File: config.mk
export PLATFORM = sky130hd
export DESIGN_NAME = lifo_stack
export DESIGN_NICKNAME = d
export VERILOG_FILES = /design/src/rtl/lifo_stack_pkg.sv /design/src/rtl/lifo_stack_ram.sv /design/src/rtl/lifo_stack.sv
export SDC_FILE = /design/constraint.sdc
export NUM_CORES = 1
export LEC_CHECK = 0
export CORE_MARGIN = 5
export CORE_UTILIZATION = 45
export DETAILED_ROUTE_END_ITERATION = 10
export PLACE_DENSITY = 0.7
export SLEW_MARGIN = 20
export SYNTH_ARGS = -nofsm -noshare
export SYNTH_HDL_FRONTEND = slang
export SYNTH_HIERARCHICAL = 1
export SYNTH_SLANG_ARGS = --single-unit
File: constraint.sdc
create_clock -name clk -period 4.1 [get_ports clk]
set_clock_uncertainty 0.05 [all_clocks]
set_input_delay 0.41 -clock clk [delete_from_list [all_inputs] [get_ports clk]]
set_output_delay 0.41 -clock clk [all_outputs]
set_load 0.005 [all_outputs]
File: src/rtl/lifo_stack_pkg.sv
// Shared types for the LIFO stack: per-cycle operation decode.
package lifo_stack_pkg;

    typedef enum logic [1:0] {
        OP_IDLE,
        OP_PUSH,
        OP_POP,
        OP_SWAP
    } op_e;

    // Requests that cannot complete (push on full, pop on empty) become idle;
    // push+pop on an empty stack degrades to a plain push.
    function automatic op_e decode_op(input logic push, input logic pop,
                                      input logic empty, input logic full);
        op_e op;
        op = OP_IDLE;
        if (push && pop) begin
            op = empty ? OP_PUSH : OP_SWAP;
        end else if (push) begin
            if (!full) op = OP_PUSH;
        end else if (pop) begin
            if (!empty) op = OP_POP;
        end
        return op;
    endfunction

endpackage

File: src/rtl/lifo_stack_ram.sv
// Stack storage: register array with one synchronous write and one async read.
module lifo_stack_ram #(
    parameter int DATA_SIZE = 8,
    parameter int ADDR_W    = 4
) (
    input  logic                 clk,
    input  logic                 wr_en,
    input  logic [ADDR_W-1:0]    wr_addr,
    input  logic [DATA_SIZE-1:0] wr_data,
    input  logic [ADDR_W-1:0]    rd_addr,
    output logic [DATA_SIZE-1:0] rd_data
);

    localparam int DEPTH = 1 << ADDR_W;

    logic [DATA_SIZE-1:0] mem [DEPTH];

    always_ff @(posedge clk) begin
        if (wr_en) mem[wr_addr] <= wr_data;
    end

    assign rd_data = mem[rd_addr];

endmodule

File: src/rtl/lifo_stack.sv
// LIFO stack top: occupancy count, flags and the registered pop-data output.
module lifo_stack
    import lifo_stack_pkg::*;
#(
    parameter int DATA_SIZE      = 8,
    parameter int ADDR_SPACE_EXP = 4
) (
    input  logic                 clk,
    input  logic                 reset,
    input  logic                 push,
    input  logic                 pop,
    input  logic [DATA_SIZE-1:0] push_data_in,
    output logic [DATA_SIZE-1:0] pop_data_out,
    output logic                 empty,
    output logic                 full
);

    localparam int AW    = ADDR_SPACE_EXP;
    localparam int DEPTH = 1 << AW;
    localparam logic [AW:0] DEPTH_C = (AW+1)'(DEPTH);
    localparam logic [AW:0] ONE     = (AW+1)'(1);

    logic [AW:0]          count;
    logic [AW:0]          top_idx;
    logic [AW-1:0]        wr_addr;
    logic [DATA_SIZE-1:0] rd_data;
    logic                 wr_en;
    op_e                  op;

    assign empty   = (count == '0);
    assign full    = (count == DEPTH_C);
    assign op      = decode_op(push, pop, empty, full);
    assign top_idx = count - ONE;

    // A swap overwrites the current top; a push fills the next free slot.
    assign wr_en   = (op == OP_PUSH) || (op == OP_SWAP);
    assign wr_addr = (op == OP_SWAP) ? top_idx[AW-1:0] : count[AW-1:0];

    lifo_stack_ram #(
        .DATA_SIZE (DATA_SIZE),
        .ADDR_W    (AW)
    ) u_ram (
        .clk     (clk),
        .wr_en   (wr_en),
        .wr_addr (wr_addr),
        .wr_data (push_data_in),
        .rd_addr (top_idx[AW-1:0]),
        .rd_data (rd_data)
    );

    always_ff @(posedge clk or posedge reset) begin
        if (reset) begin
            count        <= '0;
            pop_data_out <= '0;
        end else begin
            case (op)
                OP_PUSH: count <= count + ONE;
                OP_POP: begin
                    count        <= top_idx;
                    pop_data_out <= rd_data;
                end
                OP_SWAP: pop_data_out <= rd_data;
                default: ;
            endcase
        end
    end

endmodule

==> summary.md, run 1 <==
| Metric | Value |
|---|---|
| Final setup viols | `0` |
| Vias in the first global route | `2,866` |
| Worst R2R Start | `count[0]` |
| # diodes | `0` |
| CTS Root Cell | `clkbuf_16` |
| Residual DRC count | `0` |
| Die Wd | `around 120 um` |
| Die Ht | `between 100 and 150 um` |
| Worst slew pin tran | `approximately 0.84 ns` |
| Synth Area in Simple Gates | `4.78%` |
| Initial Util | `between 40% and 50%` |
| Post-route minimum period | `~3.4 ns` |
| CTS Buf Count | `17` |
| RSZ-0062 raised after global routing | `false` |
| CTS H-Tree Depth | `4` |
| CTS tree | `done` |
| # Post-CTS Setup Buffers | `0` |
| Area of the multi-input gates | `1470 sq um` |
| Largest area contributor in the netlist | `edfxtp_1` |
| Register area | `between 4000 and 5000 sq um` |
| # resized after CTS | `0` |
| DR WL/cell | `between 20 and 25 um` |
| Top-area cell type share of the netlist area | `about 66%` |
| CP Class | `reg -> reg` |
| Synth top area cells | `edfxtp_1 66%, mux4_2 7.0%, mux4_1 6.4%, dfrtp_1 5.6%, a22oi_1 2.1%` |
| Clock sinks | `approximately 140` |
| Largest net degree at the start of global routing | `34` |
| Row count | `41` |
| Reg-to-reg critical path endpoint | `u_ram/mem[2][6]` |
| Starting DRT DRC Count | `roughly 200` |
| Mux cell area share after synthesis | `15.2%` |
| Final wirelength | `about 11,000 um` |
| Reg2Reg Depth | `9` |
| Number of port buffers | `21` |
| XOR/XNOR Fraction of Synth Area | `under 10%` |
| Async set or reset register ratio after synthesis | `under 10%` |
| Post-synth EDFFs | `around 130` |
| Syn_area_per_cell | `between 20 and 25 sq um` |
| Final Max Slew Viols | `0` |
| Max FO, Critical Path | `8` |
| Register share of total power | `around 36%` |
| Syn Inst Count | `289` |
| Area grow syn2layout | `18.3%` |
| Clock Power Share | `between 30% and 40%` |
| Via density | `5.39` |
| Power Dens Cells | `between 700 and 800 nW/um^2` |
| Synth cell count leaders | `128 x edfxtp_1, 18 x mux4_2, 16 x a22oi_1, 16 x nor2_1, 14 x mux4_1` |
| Via Count | `about 2,800` |
| Final Wtd Congestion | `roughly 0.80` |
| # IOs | `22` |
| Critical path endpoint category | `register` |
| Antenna viol nets, final | `0` |
| WP data required | `between 4 and 5 ns` |
| Internal power | `approximately 0.0037 W` |
| Setup TNS | `0 ns` |
| Clock transition at path regs | `0.06 ns` |
| Combinational family with the most area after synthesis | `multiplexers` |
| Post-synth top flop | `edfxtp_1` |
| Final Net Count | `~350` |
| Sw frac | `between 20% and 30%` |
| Final instance area | `slightly below 7000 sq um` |
| Total net switching power | `between 0.0015 and 0.002 W` |
| Mapped cell area | `5780 sq um` |
| Complex-gate fraction of the synthesized area | `roughly 2.8%` |
| Yosys cell types | `35` |
| Reg-to-reg slack, setup | `~0.67 ns` |
| P_leak | `~2.3 nW` |
| VDD IR max | `roughly 0.35 mV` |
| First-pass DRT Iterations | `4` |
| Die area | `about 15,000 sq um` |
| Post-synthesis register bit count | `roughly 140` |
| Total number of yosys warnings | `6` |
| Core box area | `12,600 sq um` |
| Sequential-to-total area share from yosys stat | `a little over 70%` |
| CP arrival | `around 3.4 ns` |
| Max Cap Violations | `0` |
| CTS Buffer Depth | `2` |
| Initial antenna violation count | `0` |
| Worst Hold Class | `in -> async` |
| Fmax | `0.292 GHz` |
| Slew headroom | `between 40% and 50%` |
| Fin. Hold Viols | `0` |
| First-pass GRT wire length | `approximately 17,000 um` |
| Overflow after GRT | `0` |
| Ratio of cells with drive above 1 in the final layout | `between 20% and 30%` |
| Placement Cell Area | `6190 sq um` |
| Outcome | `completed` |
| Post-Synth Adder-Cell Area | `approximately 1.1%` |
| Crit share post-route | `between 80% and 90%` |
| Skew-Pair Late Insertion Delay | `around 0.40 ns` |
| Syn nets | `306` |
| Fill cells | `about 980` |
| Count leader, synth | `edfxtp_1` |
| Comb power frac | `32.4%` |
| GRT Overall Usage | `15.7%` |
| Hold-fix buffer count after cts | `0` |
| Hpwl dp | `between 6000 and 7000 um` |
| Startpoint types | `register` |
-- worst max path at each step --
stage | to | slack (ns) | depth (start not counted) | from
detailed placement | u_ram/mem[2][1] | 0.70 | 7 | pop
CTS | u_ram/mem[2][6] | 0.65 | 9 | count[0]
global placement | u_ram/mem[2][6] | 0.82 | 7 | pop
floorplan | u_ram/mem[0][0] | 0.92 | 10 | count[0]
global route | u_ram/mem[2][6] | 0.39 | 9 | count[0]
finish | u_ram/mem[2][6] | 0.67 | 9 | count[0]
-- metrics by stage --
stage	worst slack [ns]	cells	hold WS, ns	utilization [%]	power (W)
4_1_cts	0.647	515	0.362	54.2	0.00530
3_3_place_gp	0.820	483	0.438	49.1	0.00361
5_1_grt	0.395	515	0.390	54.2	0.00552
3_5_place_dp	0.702	483	0.443	49.1	0.00365
6_report	0.673	515	0.341	54.2	0.00526
2_1_floorplan	0.924	289	0.237	-	0.00319
-- power groups by stage --
stage	registers [W]	clock network, W	logic (W)
after floorplan	0.00189	0	0.00130
after global placement	0.00192	0	0.00169
after detailed placement	0.00193	0	0.00171
after CTS	0.00191	0.00167	0.00172
after global routing	0.00192	0.00175	0.00185
final	0.00190	0.00165	0.00170
-- routing by layer --
layer  vias to the layer above  GRT usage (%)  routed length (um)
met5                         -              0                   0
met4                         0           5.95                 117
met3                         8           3.75                 351
met2                        54           25.3                5550
met1                      1451           20.7                4830
li1                       1261              -                   -
-- cell type report --
type | count | area share (%)
sequential | 141 | 60.9
multi-input combinational | 129 | 21.5
clock buffer | 17 | 6.22
timing repair buffer | 36 | 4.72
clock inverter | 15 | 3.22
tap | 172 | 3.15
inverter | 5 | 0.274
-- registers in the layout, summed over array words and instances, names as in the netlist --
register      count
count             5
u_ram/mem       128
pop_data_out      8
-- layout by cell type (no fill, tap or decap), drive strengths merged --
master and instances:
edfxtp 128, mux4 32, clkdlybuf4s50 21, clkbuf 17, nor2 17, a22oi 16
buf 15, dfrtp 13, nand2 12, mux2 9, xnor2 6, inv 6
clkinv 6, nor3 5, ha 5, bufinv 5, xor2 4, clkinvlp 3
o21ai 3, a21oi 2, and4b 2, nand3 2, o21a 2, nor4b 2
nor2b 2, nand3b 2, nand2b 2, and4bb 1, and2 1, and2b 1
or3b 1
-- critical path, cell delays in order, from the launching register on --
cell and delay, ns:
dfrtp_1 0.49, inv_2 0.07, ha_1 0.22, nor4b_2 0.17, nor2b_1 0.21, ha_1 0.35, nand2_1 0.12, xnor2_1 0.17
or3b_2 0.54, nor2_1 0.65
-- kinds of logic (layout without fill, tap and decap cells) --
family	Yosys count	after routing
AND/OR/NAND/NOR	50	50
adder cells (fa/ha/maj)	5	5
buffers and inverters	19	73
AO/OA/AOI/OAI	23	23
XOR/XNOR	10	10
multiplexers	41	41
flip-flops	141	141
Note: power is estimated with default switching activity, not from simulation.
==> inputs of run 2 (changes only) <==
Settings changed: PLACE_DENSITY 0.7 to 0.72.
Clock period 4.1 ns to 2.9 ns, I/O delays scaled along.
==> summary.md, run 2 (synthesized netlist as in run 1, its figures left out) <==
| Metric | Value |
|---|---|
| Startpoint types | `register` |
| Crit share post-route | `between 90% and 100%` |
| Overflow after GRT | `0` |
| Most frequent cells in the layout | `128 x edfxtp_1, 29 x buf_4, 21 x clkdlybuf4s50_1` |
| Register share of total power | `between 30% and 40%` |
| Slew headroom | `59.0%` |
| Fmax | `between 0.3 and 0.4 GHz` |
| Ratio of cells with drive above 1 in the final layout | `~27%` |
| Hold WS | `0.193 ns` |
| WP data required | `between 2 and 3 ns` |
| P_leak | `2.40 nW` |
| CTS Buf Count | `17` |
| Fill cells | `between 1,000 and 1,500` |
| Via density | `around 5.5` |
| Outcome | `completed` |
| Placed Instances | `roughly 500` |
| CTS Buffer Depth | `2` |
| # IOs | `22` |
| Internal power | `roughly 0.005 W` |
| Core box area | `around 13,000 sq um` |
| Die Wd | `around 120 um` |
| RSZ-0062 raised after global routing | `false` |
| GRT Overall Usage | `~17%` |
| Area grow syn2layout | `20.0%` |
| Post-route minimum period | `between 2 and 3 ns` |
| # resized after CTS | `0` |
| First-pass GRT wire length | `around 18,000 um` |
| Clock transition at path regs | `0.06 ns` |
| Vias in the first global route | `between 3,000 and 4,000` |
| VDD IR max | `between 0.4 and 0.5 mV` |
| Final wirelength | `~11,000 um` |
| Max Cap Violations | `0` |
| DR WL/cell | `between 20 and 25 um` |
| Die area | `approximately 15,000 sq um` |
| Via Count | `2,893` |
| Max FO, Critical Path | `7` |
| Layout Cells excl Fill | `529` |
| Final Max Slew Viols | `0` |
| Hpwl dp | `7200 um` |
| Dpl ws | `0.185 ns` |
| Final setup viols | `0` |
| Initial Util | `between 40% and 50%` |
| CP Class | `reg -> reg` |
| Fin. Hold Viols | `0` |
| CTS Root Cell | `clkbuf_16` |
| Commonest non-fill, non-tap cell in the layout | `edfxtp_1` |
| # Post-CTS Setup Buffers | `0` |
| Critical path endpoint category | `register` |
| Number of port buffers | `21` |
| Total net switching power | `0.00235 W` |
| Max reg flops | `between 100 and 150` |
| Worst slew pin tran | `between 0.6 and 0.7 ns` |
| Hold-fix buffer count after cts | `0` |
| Power Dens Cells | `roughly 1100 nW/um^2` |
| Skew-Pair Late Insertion Delay | `0.42 ns` |
| # diodes | `0` |
| CTS tree | `done` |
| Worst setup margin | `about 0.23 ns` |
| Clock sinks | `141` |
| Clock Power Share | `a little under a third` |
| Largest registers | `u_ram/mem: 128 flops, pop_data_out: 8 flops, count: 5 flops` |
| Starting DRT DRC Count | `about 220` |
| Largest reg by FF count | `u_ram/mem` |
| Worst Hold Class | `in -> async` |
| CP arrival | `roughly 2.7 ns` |
| Final Wtd Congestion | `roughly 0.84` |
| Largest net degree at the start of global routing | `33` |
| CTS H-Tree Depth | `4` |
| Initial antenna violation count | `0` |
| Die Ht | `~120 um` |
| Sw frac | `a little under a third` |
| Final Net Count | `about 360` |
| Antenna viol nets, final | `0` |
| Row count | `41` |
| Comb power frac | `between 30% and 40%` |
| First-pass DRT Iterations | `4` |
| Residual DRC count | `0` |
[run 2: cell types whose count changed in the layout (fill, tap and decap cells not counted), sizes merged]
cell      before  now
buf           15   29
clkinv         6    2
inv            6   10
bufinv         5    3
clkbuf        17   18
clkinvlp       3    4
[run 2: worst max-delay path, cell delays in order, from the launching register on]
cell and delay, ns:
dfrtp_1 0.39, inv_1 0.09, ha_1 0.16, nor4b_2 0.29, nor2b_2 0.09, ha_2 0.21, buf_4 0.16, xor2_1 0.14
buf_4 0.17, nand2b_1 0.23, nor2_1 0.20, buf_4 0.19
[run 2: cell type report]
class                   instances  area, sq um  area share, %
flip-flops and latches        141         4170           60.1
clock buffers                  18          439           6.33
multi-input cells             129         1480           21.4
well taps                     172          215           3.10
repair buffers                 50          428           6.17
inverters                       5         18.8          0.271
clock inverters                14          183           2.63
[run 2: path summary, 6_finish.rpt]
| path | start | to | slack [ns] | cells after the start |
|---|---|---|---|---|
| max | count[1] | u_ram/mem[14][2] | 0.23 | 11 |
| min | reset | pop_data_out[3] | 0.19 | 2 |
| max reg2reg | count[1] | u_ram/mem[14][2] | 0.23 | 11 |
| min reg2reg | pop_data_out[0] | pop_data_out[0] | 0.46 | 1 |
| max in group asynchronous | reset | pop_data_out[4] | 2.20 | 2 |
| min in group clk | pop_data_out[0] | pop_data_out[0] | 0.46 | 1 |
[run 2: power by group through the flow]
stage / Clock (W) / Sequential (W) / Combinational, W
floorplan: 0 / 0.00267 / 0.00185
global placement: 0 / 0.00268 / 0.00251
detailed placement: 0 / 0.00270 / 0.00256
CTS: 0.00229 / 0.00266 / 0.00260
global route: 0.00238 / 0.00269 / 0.00282
finish: 0.00225 / 0.00266 / 0.00259
[run 2: per-layer routing]
metal	up-vias	track usage, %	wire length (um)
li1	1288	-	-
met1	1501	22.7	4850
met2	89	24.9	5410
met3	15	5.72	843
met4	0	6.02	154
met5	-	0	0
[run 2: through the flow]
step | utilization, % | total power, W | cell area, sq um | TNS, ns
after floorplan | - | 0.00452 | 5790 | -1.50
after global placement | 50.0 | 0.00520 | 6300 | 0
after detailed placement | 50.0 | 0.00526 | 6300 | 0
after CTS | 54.9 | 0.00755 | 6930 | 0
after global routing | 55.0 | 0.00789 | 6940 | 0
final | 55.0 | 0.00749 | 6940 | 0
